[config.mk]
export PLATFORM = sky130hd
export DESIGN_NAME = mem_port_arbiter
export DESIGN_NICKNAME = d
export VERILOG_FILES = /design/src/rtl/mem_arb_pkg.sv /design/src/rtl/arb_rr2.sv /design/src/rtl/mem_port_arbiter.sv
export SDC_FILE = /design/constraint.sdc
export NUM_CORES = 1
export LEC_CHECK = 0
export CAP_MARGIN = 30
export CORE_AREA = 3 3 102 104
export DETAILED_ROUTE_END_ITERATION = 12
export DIE_AREA = 0 0 105 107
export DONT_BUFFER_PORTS = 1
export MAX_ROUTING_LAYER = met4
export PLACE_DENSITY_LB_ADDON = 0.08
export RECOVER_POWER = 25
export SYNTH_ARGS = -nofsm -noshare
export SYNTH_HDL_FRONTEND = slang
export SYNTH_HIERARCHICAL = 1
export SYNTH_SLANG_ARGS = --single-unit
[constraint.sdc]
create_clock -name clk -period 5.3 [get_ports clk]
set_input_delay 1.06 -clock clk [delete_from_list [all_inputs] [get_ports clk]]
set_output_delay 1.06 -clock clk [all_outputs]
set_load 0.02 [all_outputs]
[src/rtl/mem_arb_pkg.sv]
// Shared types and constants for the unified-memory port arbiter.
// The address check lives here so the top and any checker agree on it.
package mem_arb_pkg;

    typedef enum logic [1:0] {
        IDLE   = 2'd0,
        ACCESS = 2'd1,
        ACK    = 2'd2
    } arb_state_e;

    typedef enum logic {
        PORT_IF = 1'b0,
        PORT_D  = 1'b1
    } port_id_e;

    localparam int         MEM_BYTES       = 16384;
    localparam logic [1:0] WORD_ALIGN_MASK = 2'b11;

    // Misaligned word access or any bit set at/above the implemented width.
    function automatic logic addr_err(input logic [31:0] addr, input int addr_bits);
        logic misaligned;
        logic out_of_range;
        misaligned   = (addr[1:0] & WORD_ALIGN_MASK) != 2'b00;
        out_of_range = (addr >> addr_bits) != 32'd0;
        return misaligned | out_of_range;
    endfunction

endpackage

[src/rtl/arb_rr2.sv]
// Two-way grant: round-robin against the last served port, or fixed data
// priority. Bit 0 is the fetch port, bit 1 the data port; output is one-hot.
module arb_rr2
    import mem_arb_pkg::*;
(
    input  logic [1:0] req,
    input  logic       last_grant,
    input  logic       prio_mode,
    output logic [1:0] grant
);

    // Resolve the request pair into a one-hot grant.
    always_comb begin
        grant = 2'b00;
        case (req)
            2'b01: grant = 2'b01;
            2'b10: grant = 2'b10;
            2'b11: begin
                if (prio_mode) begin
                    grant = 2'b10;
                end else if (last_grant == PORT_IF) begin
                    grant = 2'b10;
                end else begin
                    grant = 2'b01;
                end
            end
            default: grant = 2'b00;
        endcase
    end

endmodule

[src/rtl/mem_port_arbiter.sv]
// Shares the single memory port between instruction fetch and load/store:
// grant in IDLE, one memory cycle in ACCESS, one-cycle ack in ACK.
module mem_port_arbiter
    import mem_arb_pkg::*;
#(
    parameter int DATA_PRIORITY = 0,
    parameter int ADDR_BITS     = $clog2(MEM_BYTES)
) (
    input  logic        clk,
    input  logic        reset_n,
    input  logic        if_req,
    input  logic [31:0] if_addr,
    output logic        if_ack,
    output logic [31:0] if_rdata,
    output logic        if_err,
    input  logic        d_req,
    input  logic        d_we,
    input  logic [31:0] d_addr,
    input  logic [31:0] d_wdata,
    output logic        d_ack,
    output logic [31:0] d_rdata,
    output logic        d_err,
    output logic [31:0] mem_addr,
    output logic [31:0] mem_wdata,
    output logic        mem_wr_en,
    input  logic [31:0] mem_rdata,
    output logic        busy
);

    localparam logic PRIO_MODE = (DATA_PRIORITY != 0) ? 1'b1 : 1'b0;

    arb_state_e  state_r, state_nxt_s;
    port_id_e    port_r, last_grant_r;
    logic [31:0] addr_r, wdata_r, rdata_r;
    logic        we_r, err_r;
    logic [1:0]  grant_s;
    logic [31:0] sel_addr_s;

    arb_rr2 u_arb (
        .req        ({d_req, if_req}),
        .last_grant (last_grant_r),
        .prio_mode  (PRIO_MODE),
        .grant      (grant_s)
    );

    // Address of whichever port wins this cycle.
    always_comb begin
        sel_addr_s = 32'd0;
        if (grant_s[1]) begin
            sel_addr_s = d_addr;
        end else begin
            sel_addr_s = if_addr;
        end
    end

    // State register plus latched request fields and the response word.
    always_ff @(posedge clk or negedge reset_n) begin
        if (!reset_n) begin
            state_r      <= IDLE;
            port_r       <= PORT_IF;
            last_grant_r <= PORT_D;
            addr_r       <= 32'd0;
            wdata_r      <= 32'd0;
            rdata_r      <= 32'd0;
            we_r         <= 1'b0;
            err_r        <= 1'b0;
        end else begin
            state_r <= state_nxt_s;
            case (state_r)
                IDLE: begin
                    if (grant_s != 2'b00) begin
                        port_r  <= grant_s[1] ? PORT_D : PORT_IF;
                        addr_r  <= sel_addr_s;
                        we_r    <= grant_s[1] & d_we;
                        wdata_r <= grant_s[1] ? d_wdata : 32'd0;
                        err_r   <= addr_err(sel_addr_s, ADDR_BITS);
                    end
                end
                ACCESS:  rdata_r <= err_r ? 32'd0 : mem_rdata;
                ACK:     last_grant_r <= port_r;
                default: ;
            endcase
        end
    end

    // Fixed three-step sequence; only IDLE waits on a request.
    always_comb begin
        state_nxt_s = state_r;
        case (state_r)
            IDLE: begin
                if (grant_s != 2'b00) begin
                    state_nxt_s = ACCESS;
                end else begin
                    state_nxt_s = IDLE;
                end
            end
            ACCESS:  state_nxt_s = ACK;
            ACK:     state_nxt_s = IDLE;
            default: state_nxt_s = IDLE;
        endcase
    end

    // Decode memory-side and requester-side outputs from the held registers.
    always_comb begin
        mem_addr  = 32'd0;
        mem_wdata = 32'd0;
        mem_wr_en = 1'b0;
        if_ack    = 1'b0;
        if_rdata  = 32'd0;
        if_err    = 1'b0;
        d_ack     = 1'b0;
        d_rdata   = 32'd0;
        d_err     = 1'b0;
        busy      = (state_r != IDLE);
        if (state_r == ACCESS) begin
            mem_addr  = addr_r;
            mem_wdata = wdata_r;
            mem_wr_en = we_r & ~err_r & reset_n;
        end else if (state_r == ACK) begin
            // A write cycle captured the old word; never show it to the requester.
            if (port_r == PORT_D) begin
                d_ack   = 1'b1;
                d_rdata = we_r ? 32'd0 : rdata_r;
                d_err   = err_r;
            end else begin
                if_ack   = 1'b1;
                if_rdata = rdata_r;
                if_err   = err_r;
            end
        end else begin
            busy = 1'b0;
        end
    end

endmodule

==> results of run 1 <==
==> where the power goes <==
part           switching [mW]  internal [mW]  leakage [nW]
Combinational           0.733          0.268          1.17
Sequential              0.118           1.03          1.32
Clock                   0.255          0.235         0.105
==> sequential cells by signal, indices dropped and copies added, names as in the netlist <==
| register | cells |
|---|---|
| wdata_r | 32 |
| rdata_r | 32 |
| we_r | 1 |
| addr_r | 32 |
| last_grant_r | 1 |
| port_r | 1 |
| state_r | 2 |
| err_r | 1 |
==> worst register-to-register path: stages (launching register included) <==
cell and delay (ps):
dfstp_2 540, nor2b_4 180, a21oi_4 230, o21ai_4 700
buf_4 620, inv_1 150, nor2_1 110, a31oi_1 40
==> through the flow <==
stage / cell area (um2) / worst slack [ps]
2_1_floorplan: 5220 / 2580
3_3_place_gp: 5290 / 2100
3_5_place_dp: 5310 / 2130
4_1_cts: 5510 / 1890
5_1_grt: 5510 / 1750
6_report: 5510 / 1960
==> worst paths after layout <==
check,start,end,slack [ps]
max,state_r[1],if_rdata[12],1960
min,reset_n,rdata_r[28],380
max reg2reg,last_grant_r,err_r,2590
min reg2reg,wdata_r[26],wdata_r[26],460
max in group asynchronous,reset_n,last_grant_r,4720
min in group clk,wdata_r[26],wdata_r[26],460
==> routing by layer <==
layer	wire length (um)	part of all wire	up-vias	GRT usage
met1	5060	0.40	1834	0.270
met5	0	0	-	-
met3	894	0.070	33	0.0488
met4	427	0.033	0	0.110
met2	6370	0.50	179	0.379
li1	-	-	1867	-
==> area by class of cell <==
type | instances | area, um2 | area share
repair buffers | 7 | 60.1 | 0.0109
clock inverters | 2 | 12.5 | 0.00227
inverters | 36 | 135 | 0.0245
clock buffers | 14 | 193 | 0.0350
multi-input cells | 424 | 2390 | 0.434
flip-flops and latches | 102 | 2550 | 0.463
well taps | 133 | 166 | 0.0302
==> cells by family after synthesis <==
logic type               Yosys count  synth area share
AND/OR/NAND/NOR                  317             0.311
flip-flops                       102             0.489
buffers and inverters             78            0.0589
AO/OA/AOI/OAI                     70            0.0695
multiplexers                      33            0.0635
adder cells (fa/ha/maj)            3           0.00719
other                              1          0.000718
==> cells in the mapped netlist (all sizes together) <==
master,n
mux2i,32
a31oi,1
o22ai,1
o41ai,1
o21ai,65
dfrtp,101
nor3b,1
nand3,33
and2,130
mux2,1
dfstp,1
nor2b,3
nor2,3
inv,36
nor4b,1
ha,3
o21a,1
conb,1
or4,2
nor4,6
and4b,1
nand4,2
and3b,1
clkbuf,30
nand2,134
a21oi,1
buf,12
==> out/metrics.yaml, run 1 <==
worst_path_most_repeated_cell: "buf_4"
grt_usage: 0.230
netlist-cell-type-count: 32
p_leak_nw: 2.59
cts_root_buf: "clkbuf_8"
cap_violations: 0
dp_cells: 702
critPathArrivalTime_ps: 2280
slew-limit-headroom: 0.404
syn_nets: 740
power_density_nw_per_um2: 478
tns_ps: 0
row_count: 36
final_cell_mix: "nand2_1 (134), and2_1 (130), dfrtp_1 (101), o21ai_0 (64), inv_1 (36)"
vias: 3913
start_util: 0.542
postSynthAreaPerCell_um2: 8.65
cts_tree: "yes"
cp_max_fo: 101
gp_congestion: 0.804
antenna_cells: 0
cts-htree-levels: 3
final_core_util: 0.572
outcome: "complete, no violations"
fin_skew_ps: 5.34
holdWs_ps: 384
path_buf_inv: 3
fmax_mhz: 300
die_h_um: 107
layout_commonest_cell: "nand2_1"
fin_cells: 718
area_delta_synth_final_pct: 5.51
finalMaxSlewViolations: 0
fillers: 922
grt_pass1_vias: 3868
drt_iter0_drc: 216
grt.overflow.total: 0
reg2reg_depth: 7
crit_chain: "inv_1 > ha_2 > buf_4 > nor3b_2 > buf_4 > and2_1"
ir_worst_vdd_uv: 246
dieArea_um2: 11200
critical_path_depth: 6
ys_top_cells_by_area: "dfrtp_1 (48%), and2_1 (16%), nand2_1 (9.6%)"
wl_um: 12800
setup_viol: 0
critPathKind: "flip-flop to primary output"
startpoint_type: "flip-flop"
ctsResizeCount: 0
finalPower_mw: 2.63
drive_gt1_frac: 0.0547
worst_pin_slew_ps: 892
routedWlPerCell_um: 17.8
clock_sinks: 102
synth_area_um2: 5220
drt_first_pass_iters: 4
hold_viol: 0
fin_crit_sh: 0.630
postCtsHoldBufs: 0
yosysWarningCount: 6
seq_area_frac_synth: 0.489
clockBufferDepth: 2
path_delay_family: "buffers and inverters"
synth_top_area_cell: "dfrtp_1"
grt_max_degree: 104
postCtsSetupBuffers: 0
drc: 0
endpoint_kind: "primary output"
numCtsBuffers: 9
viasPerCell: 5.45
synth_seq_cells: 102
die_x_um: 105
crit_slowest_cell: "buf_4"
boundaryPins: 267
nets: 716
min_period_ps: 3340
rsz0062_at_grt: "no"
hold_path_class: "input port to asynchronous set/reset pin"
yosysTopAreaCellShare: 0.484
antenna_found_initial: 0
core_um2: 9640
worst_skew_pair.late_latency_ps: 360
syn_inst: 604
slowest_delay_ps: 620
dp_hpwl_um: 9110
grt_first_pass_wirelength_um: 19900
numPortBuffers: 0
clkSlewWorstSetupHoldPaths_ps: 90
required_ps: 4240
detail-route-antenna-nets: 0
No activity file was read; power rests on OpenSTA's default activity.
==> inputs of run 2 (changes only) <==
- CORE_AREA: 3 3 102 104 -> 3 3 103 105
- DIE_AREA: 0 0 105 107 -> 0 0 106 108
- clock period: 5.3 -> 2.7 ns (I/O delays scaled with it)
==> out/metrics.yaml, run 2 (synthesized netlist as in run 1, its figures left out) <==
pre_cts_slack_ps: 399  # -1730 ps
clockBufferDepth: 2  # unchanged
die_x_um: 106  # +0.95%
grt.overflow.total: 0  # unchanged
required_ps: 2160  # -2080 ps
cap_violations: 0  # unchanged
startpoint_type: "flip-flop"
hold_viol: 101  # +101
cp_max_fo: 32  # -68%
cts_root_buf: "clkbuf_8"
vias: 3870  # -1.1%
setup_viol: 0  # unchanged
fmax_mhz: 391
gp_congestion: 0.797  # -0.93%
fin_crit_sh: 0.946
wl_um: 13100  # +2.4%
fin_skew_ps: 7.70  # +2.36 ps
dp_hpwl_um: 9460  # +3.9%
drive_gt1_frac: 0.0562  # +0.00152
antenna_found_initial: 0  # unchanged
layout_commonest_cell: "nand2_1"
numPortBuffers: 0  # unchanged
ir_worst_vdd_uv: 461  # +87%
tns_ps: 0  # unchanged
hold_path_class: "input port to asynchronous set/reset pin"
grt_usage: 0.232  # +0.00281
final_cell_mix: "nand2_1 (134), and2_1 (130), dfrtp_1 (101), o21ai_0 (64), inv_1 (36)"
area_delta_synth_final_pct: 6.68
drt_iter0_drc: 229  # +6.0%
holdWs_ps: -127  # -512 ps
stdcell_area_um2: 5570  # +1.1%
routedWlPerCell_um: 18.1  # +2.1%
cts-htree-levels: 3  # unchanged
core_um2: 9730  # +0.93%
endpoint_kind: "primary output"
grt_pass1_vias: 3818  # -1.3%
drt_first_pass_iters: 4  # unchanged
power_density_nw_per_um2: 946  # +98%
postCtsSetupBuffers: 0  # unchanged
final_core_util: 0.573  # +0.00101
placed_area_um2: 5380  # +1.5%
viasPerCell: 5.38  # -1.4%
grt_max_degree: 104  # unchanged
antenna_cells: 0  # unchanged
min_period_ps: 2550
nets: 719  # +0.42%
ctsResizeCount: 0  # unchanged
critPathArrivalTime_ps: 2010  # -270 ps
dieArea_um2: 11400  # +1.9%
start_util: 0.537  # -0.00502
slew-limit-headroom: 0.566  # +0.162
die_h_um: 108  # +0.93%
worst_skew_pair.late_latency_ps: 360  # about the same
finalWorstSetupSlack_ps: 146  # -1820 ps
reg_top3: "addr_r (32), rdata_r (32), wdata_r (32)"
drc: 0  # unchanged
finalPower_mw: 5.27  # +100%
rsz0062_at_grt: "no"
cts_tree: "yes"
grt_first_pass_wirelength_um: 20200  # +1.7%
detail-route-antenna-nets: 0  # unchanged
failed_checks: "negative hold slack"
finalMaxSlewViolations: 0  # unchanged
worst_pin_slew_ps: 650  # -242 ps
row_count: 36  # unchanged
outcome: "complete, but fails checks"
clock_sinks: 102  # unchanged
clkSlewWorstSetupHoldPaths_ps: 90  # about the same
numCtsBuffers: 9  # unchanged
boundaryPins: 267  # unchanged
critPathKind: "flip-flop to primary output"
p_leak_nw: 2.61  # +0.96%
fillers: 869  # -5.7%
## run 2: cell count changes in the layout (fill, tap and decap cells not counted)
| cell | before | now |
|---|---|---|
| clkbuf_8 | 14 | 10 |
| clkbuf_1 | 0 | 1 |
| bufinv_16 | 0 | 1 |
| buf_12 | 0 | 5 |
| buf_4 | 6 | 5 |
| clkinv_2 | 1 | 2 |
| buf_8 | 1 | 0 |
## run 2: routing by layer
metal,global-route usage,part of all wire
met5,-,0
met4,0.102,0.030
met3,0.0573,0.078
met2,0.380,0.49
met1,0.276,0.40
## run 2: final timing paths
path / slack [ps] / cells after the start / to / start
min in group clk: 300 / 2 / rdata_r[2] / mem_rdata[2]
setup / recovery: 150 / 6 / d_rdata[4] / state_r[1]
max in group asynchronous: 2620 / 0 / last_grant_r / reset_n
hold / removal: -130 / 0 / rdata_r[7] / reset_n
hold reg to reg: 470 / 2 / wdata_r[10] / wdata_r[10]
setup reg to reg: 510 / 6 / err_r / last_grant_r
## run 2: final cells by class
cell class / count / area, um2 / area share
inverters: 36 / 135 / 0.0243
flip-flops and latches: 102 / 2550 / 0.458
multi-input cells: 424 / 2390 / 0.429
repair buffers: 10 / 138 / 0.0247
well taps: 133 / 166 / 0.0299
clock buffers: 11 / 141 / 0.0254
clock inverters: 4 / 47.5 / 0.00853
## run 2: critical path, stage by stage (launching register included)
cell and delay, ps:
dfrtp_1 390, inv_1 80, ha_2 360, and3b_1 230, nor2b_1 120, buf_4 210, and2_1 260
## run 2: power by group
group          internal (mW)  switching, mW  total [mW]
Sequential              2.01          0.232        2.25
Clock                  0.447          0.498       0.944
Combinational          0.615           1.46        2.08
Total                   3.08           2.19        5.27
## run 2: stage by stage
stage,hold WS [ps],std cells
2_1_floorplan,244,604
3_3_place_gp,249,705
3_5_place_dp,249,705
4_1_cts,-155,720
5_1_grt,-158,720
6_report,-127,720
